### src/rtl/pulse_profile_pkg.sv
// Shared encodings, rate constants and the default profile for pulse_profile_gen.
// Also holds the saturation helper used when narrowing defaults to the configured widths.
package pulse_profile_pkg;

    typedef logic [1:0] state_t;

    localparam state_t ST_IDLE      = 2'd0;
    localparam state_t ST_RUN_CONST = 2'd1;
    localparam state_t ST_RUN_PROF  = 2'd2;
    localparam state_t ST_DONE      = 2'd3;

    localparam logic [1:0] MODE_WALK = 2'b00;
    localparam logic [1:0] MODE_JOG  = 2'b01;
    localparam logic [1:0] MODE_RUN  = 2'b10;
    localparam logic [1:0] MODE_PROF = 2'b11;

    localparam int WALK_RATE = 32;
    localparam int JOG_RATE  = 64;
    localparam int RUN_RATE  = 128;

    localparam int DEF_LEN = 12;
    localparam int DEF_RATE [DEF_LEN] = '{20, 33, 66, 27, 70, 30, 19, 30, 33, 69, 34, 124};
    localparam int DEF_DUR  [DEF_LEN] = '{ 1,  1,  1,  1,  1,  1,  1,  1,  1, 64,  6,  65};

    function automatic int sat_val(input int v, input int w);
        if (w >= 31) return v;
        return (v > (1 << w) - 1) ? (1 << w) - 1 : v;
    endfunction

    // Entries past the default list read as terminators (rate 0, duration 0).
    function automatic int def_rate(input int i);
        int r = 0;
        for (int k = 0; k < DEF_LEN; k++) if (k == i) r = DEF_RATE[k];
        return r;
    endfunction

    function automatic int def_dur(input int i);
        int d = 0;
        for (int k = 0; k < DEF_LEN; k++) if (k == i) d = DEF_DUR[k];
        return d;
    endfunction

endpackage

### src/rtl/pulse_profile_gen_profile_table.sv
// Profile segment table: register file with one write port, a read port for the
// next segment and a fixed read of segment 0; reloads the default profile on reset.
module profile_table
    import pulse_profile_pkg::*;
#(
    parameter int RATE_W  = 8,
    parameter int DUR_W   = 8,
    parameter int NUM_SEG = 16,
    parameter int ADDR_W  = $clog2(NUM_SEG)
) (
    input  logic              secondClk,
    input  logic              reset,
    input  logic              we,
    input  logic [ADDR_W-1:0] wr_addr,
    input  logic [RATE_W-1:0] wr_rate,
    input  logic [DUR_W-1:0]  wr_dur,
    input  logic [ADDR_W-1:0] rd_addr,
    output logic [RATE_W-1:0] rd_rate,
    output logic [DUR_W-1:0]  rd_dur,
    output logic [RATE_W-1:0] head_rate,
    output logic [DUR_W-1:0]  head_dur
);

    logic [RATE_W-1:0] rate_mem [NUM_SEG];
    logic [DUR_W-1:0]  dur_mem  [NUM_SEG];

    // NOTE: this table is deliberately reset, since reset must restore the default
    // profile; plain data memories normally carry no reset.
    always_ff @(posedge secondClk) begin
        if (reset) begin
            for (int i = 0; i < NUM_SEG; i++) begin
                rate_mem[i] <= RATE_W'(sat_val(def_rate(i), RATE_W));
                dur_mem[i]  <= DUR_W'(sat_val(def_dur(i), DUR_W));
            end
        end else if (we) begin
            rate_mem[wr_addr] <= wr_rate;
            dur_mem[wr_addr]  <= wr_dur;
        end
    end

    // Reads see the pre-write contents during a same-edge write.
    assign rd_rate   = rate_mem[rd_addr];
    assign rd_dur    = dur_mem[rd_addr];
    assign head_rate = rate_mem[0];
    assign head_dur  = dur_mem[0];

endmodule

### src/rtl/pulse_profile_gen.sv
// Pulse-rate profile generator clocked once per second; constant walk/jog/run rates or a table profile.
// Optional build macro PULSE_PROFILE_LOOP_EN adds a loop input that replays the profile instead of stopping.
module pulse_profile_gen
    import pulse_profile_pkg::*;
#(
    parameter int RATE_W  = 8,
    parameter int NUM_SEG = 16,
    parameter int DUR_W   = 8,
    parameter int SEC_W   = 12
) (
    input  logic                       secondClk,
    input  logic                       reset,
    input  logic                       start,
    input  logic [1:0]                 mode,
    input  logic                       cfg_we,
    input  logic [$clog2(NUM_SEG)-1:0] cfg_addr,
    input  logic [RATE_W-1:0]          cfg_rate,
    input  logic [DUR_W-1:0]           cfg_dur,
`ifdef PULSE_PROFILE_LOOP_EN
    input  logic                       loop,
`endif
    output logic [RATE_W-1:0]          rate,
    output logic [$clog2(NUM_SEG)-1:0] seg_idx,
    output logic                       active,
    output logic                       done,
    output logic [SEC_W-1:0]           elapsed
);

    localparam int ADDR_W = $clog2(NUM_SEG);
    localparam logic [ADDR_W-1:0] LAST_SEG = ADDR_W'(NUM_SEG - 1);
    localparam logic [RATE_W-1:0] WALK_R = RATE_W'(sat_val(WALK_RATE, RATE_W));
    localparam logic [RATE_W-1:0] JOG_R  = RATE_W'(sat_val(JOG_RATE, RATE_W));
    localparam logic [RATE_W-1:0] RUN_R  = RATE_W'(sat_val(RUN_RATE, RATE_W));

    state_t              state, state_d;
    logic [1:0]          mode_q, mode_d;
    logic [DUR_W-1:0]    remain, remain_d;
    logic [RATE_W-1:0]   rate_d, const_rate;
    logic [ADDR_W-1:0]   seg_d, next_addr;
    logic [SEC_W-1:0]    elapsed_d, elapsed_inc;
    logic [RATE_W-1:0]   rd_rate, head_rate;
    logic [DUR_W-1:0]    rd_dur, head_dur;
    logic                loop_on;

`ifdef PULSE_PROFILE_LOOP_EN
    assign loop_on = loop;
`else
    assign loop_on = 1'b0;
`endif

    profile_table #(
        .RATE_W  (RATE_W),
        .DUR_W   (DUR_W),
        .NUM_SEG (NUM_SEG),
        .ADDR_W  (ADDR_W)
    ) u_table (
        .secondClk (secondClk),
        .reset     (reset),
        .we        (cfg_we),
        .wr_addr   (cfg_addr),
        .wr_rate   (cfg_rate),
        .wr_dur    (cfg_dur),
        .rd_addr   (next_addr),
        .rd_rate   (rd_rate),
        .rd_dur    (rd_dur),
        .head_rate (head_rate),
        .head_dur  (head_dur)
    );

    assign next_addr   = seg_idx + 1'b1;
    assign elapsed_inc = (elapsed == '1) ? elapsed : elapsed + 1'b1;

    always_comb begin
        case (mode)
            MODE_WALK: const_rate = WALK_R;
            MODE_JOG:  const_rate = JOG_R;
            default:   const_rate = RUN_R;
        endcase
    end

    // NOTE: every next-state variable gets a default first so no path infers a latch;
    // combinational logic uses blocking '=', the registers below use non-blocking '<='.
    always_comb begin
        state_d   = state;
        mode_d    = mode_q;
        rate_d    = rate;
        seg_d     = seg_idx;
        remain_d  = remain;
        elapsed_d = elapsed;
        if (!start) begin
            state_d   = ST_IDLE;
            rate_d    = '0;
            seg_d     = '0;
            remain_d  = '0;
            elapsed_d = '0;
        end else if (state == ST_IDLE || mode != mode_q) begin
            // Fresh entry or restart in a newly selected mode.
            mode_d    = mode;
            seg_d     = '0;
            elapsed_d = SEC_W'(1);
            remain_d  = '0;
            if (mode != MODE_PROF) begin
                state_d = ST_RUN_CONST;
                rate_d  = const_rate;
            end else if (head_dur == '0) begin
                state_d   = ST_DONE;
                rate_d    = '0;
                elapsed_d = '0;
            end else begin
                state_d  = ST_RUN_PROF;
                rate_d   = head_rate;
                remain_d = head_dur - 1'b1;
            end
        end else begin
            case (state)
                ST_RUN_CONST: elapsed_d = elapsed_inc;
                ST_RUN_PROF: begin
                    elapsed_d = elapsed_inc;
                    if (remain != '0) begin
                        remain_d = remain - 1'b1;
                    end else if (seg_idx != LAST_SEG && rd_dur != '0) begin
                        seg_d    = next_addr;
                        rate_d   = rd_rate;
                        remain_d = rd_dur - 1'b1;
                    end else if (loop_on && head_dur != '0) begin
                        seg_d    = '0;
                        rate_d   = head_rate;
                        remain_d = head_dur - 1'b1;
                    end else begin
                        state_d   = ST_DONE;
                        rate_d    = '0;
                        elapsed_d = elapsed;
                    end
                end
                default: ;
            endcase
        end
    end

    always_ff @(posedge secondClk) begin
        if (reset) begin
            state   <= ST_IDLE;
            mode_q  <= MODE_WALK;
            rate    <= '0;
            seg_idx <= '0;
            remain  <= '0;
            elapsed <= '0;
            active  <= 1'b0;
            done    <= 1'b0;
        end else begin
            state   <= state_d;
            mode_q  <= mode_d;
            rate    <= rate_d;
            seg_idx <= seg_d;
            remain  <= remain_d;
            elapsed <= elapsed_d;
            active  <= (state_d == ST_RUN_CONST) || (state_d == ST_RUN_PROF);
            done    <= (state_d == ST_DONE);
        end
    end

endmodule

### config.mk
export PLATFORM = sky130hd
export DESIGN_NAME = pulse_profile_gen
export DESIGN_NICKNAME = d
export VERILOG_FILES = /design/src/rtl/pulse_profile_pkg.sv /design/src/rtl/pulse_profile_gen_profile_table.sv /design/src/rtl/pulse_profile_gen.sv
export SDC_FILE = /design/constraint.sdc
export NUM_CORES = 1
export LEC_CHECK = 0
export ABC_AREA = 1
export CELL_PAD_IN_SITES_DETAIL_PLACEMENT = 1
export CELL_PAD_IN_SITES_GLOBAL_PLACEMENT = 1
export CORE_MARGIN = 2
export CORE_UTILIZATION = 35
export CTS_CLUSTER_DIAMETER = 40
export DETAILED_ROUTE_END_ITERATION = 10
export PLACE_DENSITY = 0.62
export SYNTH_ARGS = -nofsm -noshare
export SYNTH_HDL_FRONTEND = slang
export SYNTH_SLANG_ARGS = --single-unit
### constraint.sdc
create_clock -name secondClk -period 2.8 [get_ports secondClk]
set_clock_uncertainty 0.1 [all_clocks]
set_input_delay 0.84 -clock secondClk [delete_from_list [all_inputs] [get_ports secondClk]]
set_output_delay 0.84 -clock secondClk [all_outputs]
set_load 0.03 [all_outputs]
==> results.ini <==
[status]
status = complete, but fails checks
failed_checks = setup timing

[die]
die_w_um = 205
coreArea_um2 = 39800
pin_count = 52
num_rows = 73
die-area_um2 = 42000
initial_core_util = 0.355
fp.dieH_um = 205

[cells_and_area]
syn_to_final_growth_pct = 35.1
fin_nets = 1823
fill_cells = 4500
most-common-layout-cells = 378 x nand2_1, 297 x nor2_1, 256 x edfxtp_1
multi_input_area_um2 = 5180
layout.cells.most_common = nand2_1
register_area_um2 = 8460
stdcell_area_um2 = 19100
utilization = 0.480
drive_gt1_frac = 0.198
n_antenna_cell = 0

[grt]
grt_max_degree = 57
grt_pass1_wl_um = 75100
antenna_found_initial = 0
grt_pass1_vias = 12580
grtUsageTotal = 0.240
grt-ovfl-total = 0

[pwr]
leakage_uw = 0.00776
powerDensity_nw_per_um2 = 649
switchingPower_uw = 3100
power_frac_seq = 0.409
clkPwrFrac = 0.518
pwr-share-comb = 0.073
peakVddDrop_mv = 0.354
power.internal_uw = 9300
switching_share = 0.250

[worst_hold_path]
hold_path_depth = 2
min_from = remain[2]$_SDFFE_PP0P_
hp-class = flop to flop
hold_path_end = remain[2]$_SDFFE_PP0P_

[timing]
maxSlewViolCount = 0
setup_violations = 3
whs_ns = 0.384
fmax_mhz = 356
period_needed_ns = 2.81
finalCritPeriodShare = 1.00
setup_ws_ns = -0.00524
rsz0062_at_grt = true
max_slew.worst_pin.slew_ns = 0.461
setup_tns_ns = -0.00947
max_slew_margin = 0.689
hold_viol_final = 0

[placed_design]
gp_congestion = 0.867
pre_cts_slack_ns = -0.276
port-buffer-count = 51
place_hpwl_um = 33000
placed_cell_area_um2 = 16500

[routing]
drtPass1Iterations = 4
drt_iter0_drc = 703
routed_wl_um = 50000
vias = 12106
drtAntennaViolNets = 0
via_per_inst = 5.13
drc = 0
wl_per_cell_um = 21.2

[worst_setup_path]
path_max_fanout = 8
path_class = flop to flop
cp-end-kind = flop
r2r_cells = 17
startpoint_type = flop
cp_cell_sequence = ha_4 > buf_12 > buf_8 > nor2_1 > o21ai_2 > nand3_1 > nand3_2 > nand2_4 > nor2_2 > nand2_2 > o21ai_4 > buf_6 > nand3_4 > nand2_4 > clkbuf_16 > nand2_4 > a21oi_2
cpMostUsedCell = nand2_4
rr_startpoint = seg_idx[0]$_SDFFE_PP0P_
worst_ep_arrival_time_ns = 3.23
cp_slowest_cell = ha_4
required_ns = 3.22
critical_path.max_stage_delay_ns = 0.42
reg2reg_slack_ns = -0.005
worstReg2RegEnd = elapsed[7]$_SDFFE_PP0P_

[clock_network]
cts_buffers = 51
clock_path_buffers = 3
cts_max_level = 2
hold_buffers = 0
clkSlewWorstSetupHoldPaths_ns = 0.05
tritoncts = done
clock_latency_ns = 0.60
cts.sinks = 294
root_buffer = clkbuf_16

[synthesis]
synth_warnings = 0
synthesis.nets = 1627
ys_seq_elements = 294
seq_area_frac_synth = 0.597
ys_types = 41
synth-main-ff-cell = edfxtp_1
synth_cells = 1595
syn_area_per_cell_um2 = 8.87
synth-edff-count = 256
async_flop_share = 0
synth_area_um2 = 14100

[run]
drv_cap = 0

[registers in the layout (all words and copies together), names as in the netlist]
register,count
u_table.dur_mem,128
u_table.rate_mem,128
elapsed,12
rate,8
remain,8
seg_idx,4
mode_q,2
state,2
active,1
done,1
[layout make-up]
cell class                 instances  area share
clock inverter                    42      0.0252
sequential                       294       0.443
clock buffer                      54      0.0674
timing repair buffer             238       0.130
inverter                         143      0.0289
tap                              525      0.0344
multi-input combinational       1063       0.271
[cell usage after synthesis (7+ instances only)]
master | count | area, µm²
nand2_1 | 394 | 1480
buf_2 | 16 | 80.1
nand3_1 | 118 | 591
edfxtp_1 | 256 | 7690
a32o_1 | 10 | 100
xor2_1 | 9 | 78.8
a22oi_1 | 15 | 113
clkbuf_1 | 69 | 259
nor2_1 | 304 | 1140
dfxtp_1 | 38 | 761
o21ai_0 | 46 | 230
buf_1 | 7 | 26.3
inv_1 | 137 | 514
nor3_1 | 12 | 60.1
a21oi_1 | 104 | 521
[per-layer routing]
metal / vias up / GRT usage / routed length (µm)
li1: 5692 / - / -
met1: 6016 / 0.305 / 21200
met2: 311 / 0.404 / 24500
met3: 87 / 0.0417 / 2460
met4: 0 / 0.103 / 1950
met5: - / 0 / 0
[kinds of logic (layout without fill, tap and decap cells)]
kind of cell	after synthesis	in the layout	synth area share
compound gates	195	195	0.0795
xor+xnor	16	17	0.0120
fa+ha+maj	6	6	0.00531
buf+inv	239	477	0.0664
flops	294	294	0.597
simple gates	845	845	0.239
[worst max path at each step]
| stage | start | end | cells past startpoint |
|---|---|---|---|
| floorplan | reset | u_table.dur_mem[11][0]$_SDFFCE_PN1P_ | 7 |
| global placement | mode[0] | active$_SDFF_PP0_ | 13 |
| detailed placement | seg_idx[0]$_SDFFE_PP0P_ | remain[6]$_SDFFE_PP0P_ | 13 |
| CTS | seg_idx[0]$_SDFFE_PP0P_ | elapsed[0]$_SDFFE_PP0P_ | 17 |
| global route | seg_idx[0]$_SDFFE_PP0P_ | elapsed[11]$_SDFFE_PP0P_ | 17 |
| finish | seg_idx[0]$_SDFFE_PP0P_ | elapsed[7]$_SDFFE_PP0P_ | 17 |
[worst max-delay path, delay by kind of cell (launching register included)]
kind	cells	cell delay, ns
flip-flops	1	0.36
buffers and inverters	4	0.61
adder cells (fa/ha/maj)	1	0.42
AND/OR/NAND/NOR	9	0.82
AO/OA/AOI/OAI	3	0.42
[timing repair]
action / 4_1_cts / 5_1_grt
setup endpoints to repair: 35 / 35
pin swaps: 6 / 37
setup buffers: 8 / 8
gates cloned: 3 / 4
gates resized for setup: 29 / 101
[power by group through the flow]
stage | logic (µW) | clock network [µW] | registers, µW
2_1_floorplan | 421 | 0 | 5150
3_3_place_gp | 837 | 0 | 5150
3_5_place_dp | 856 | 0 | 5160
4_1_cts | 870 | 6520 | 5080
5_1_grt | 989 | 6700 | 5100
6_report | 905 | 6420 | 5080
[stage by stage]
stage | power, µW | std cells
after floorplan | 5570 | 1595
after global placement | 5990 | 2241
after detailed placement | 6020 | 2241
after CTS | 12500 | 2348
after global routing | 12800 | 2359
final | 12400 | 2359
No activity file was read; power rests on OpenSTA's default activity.
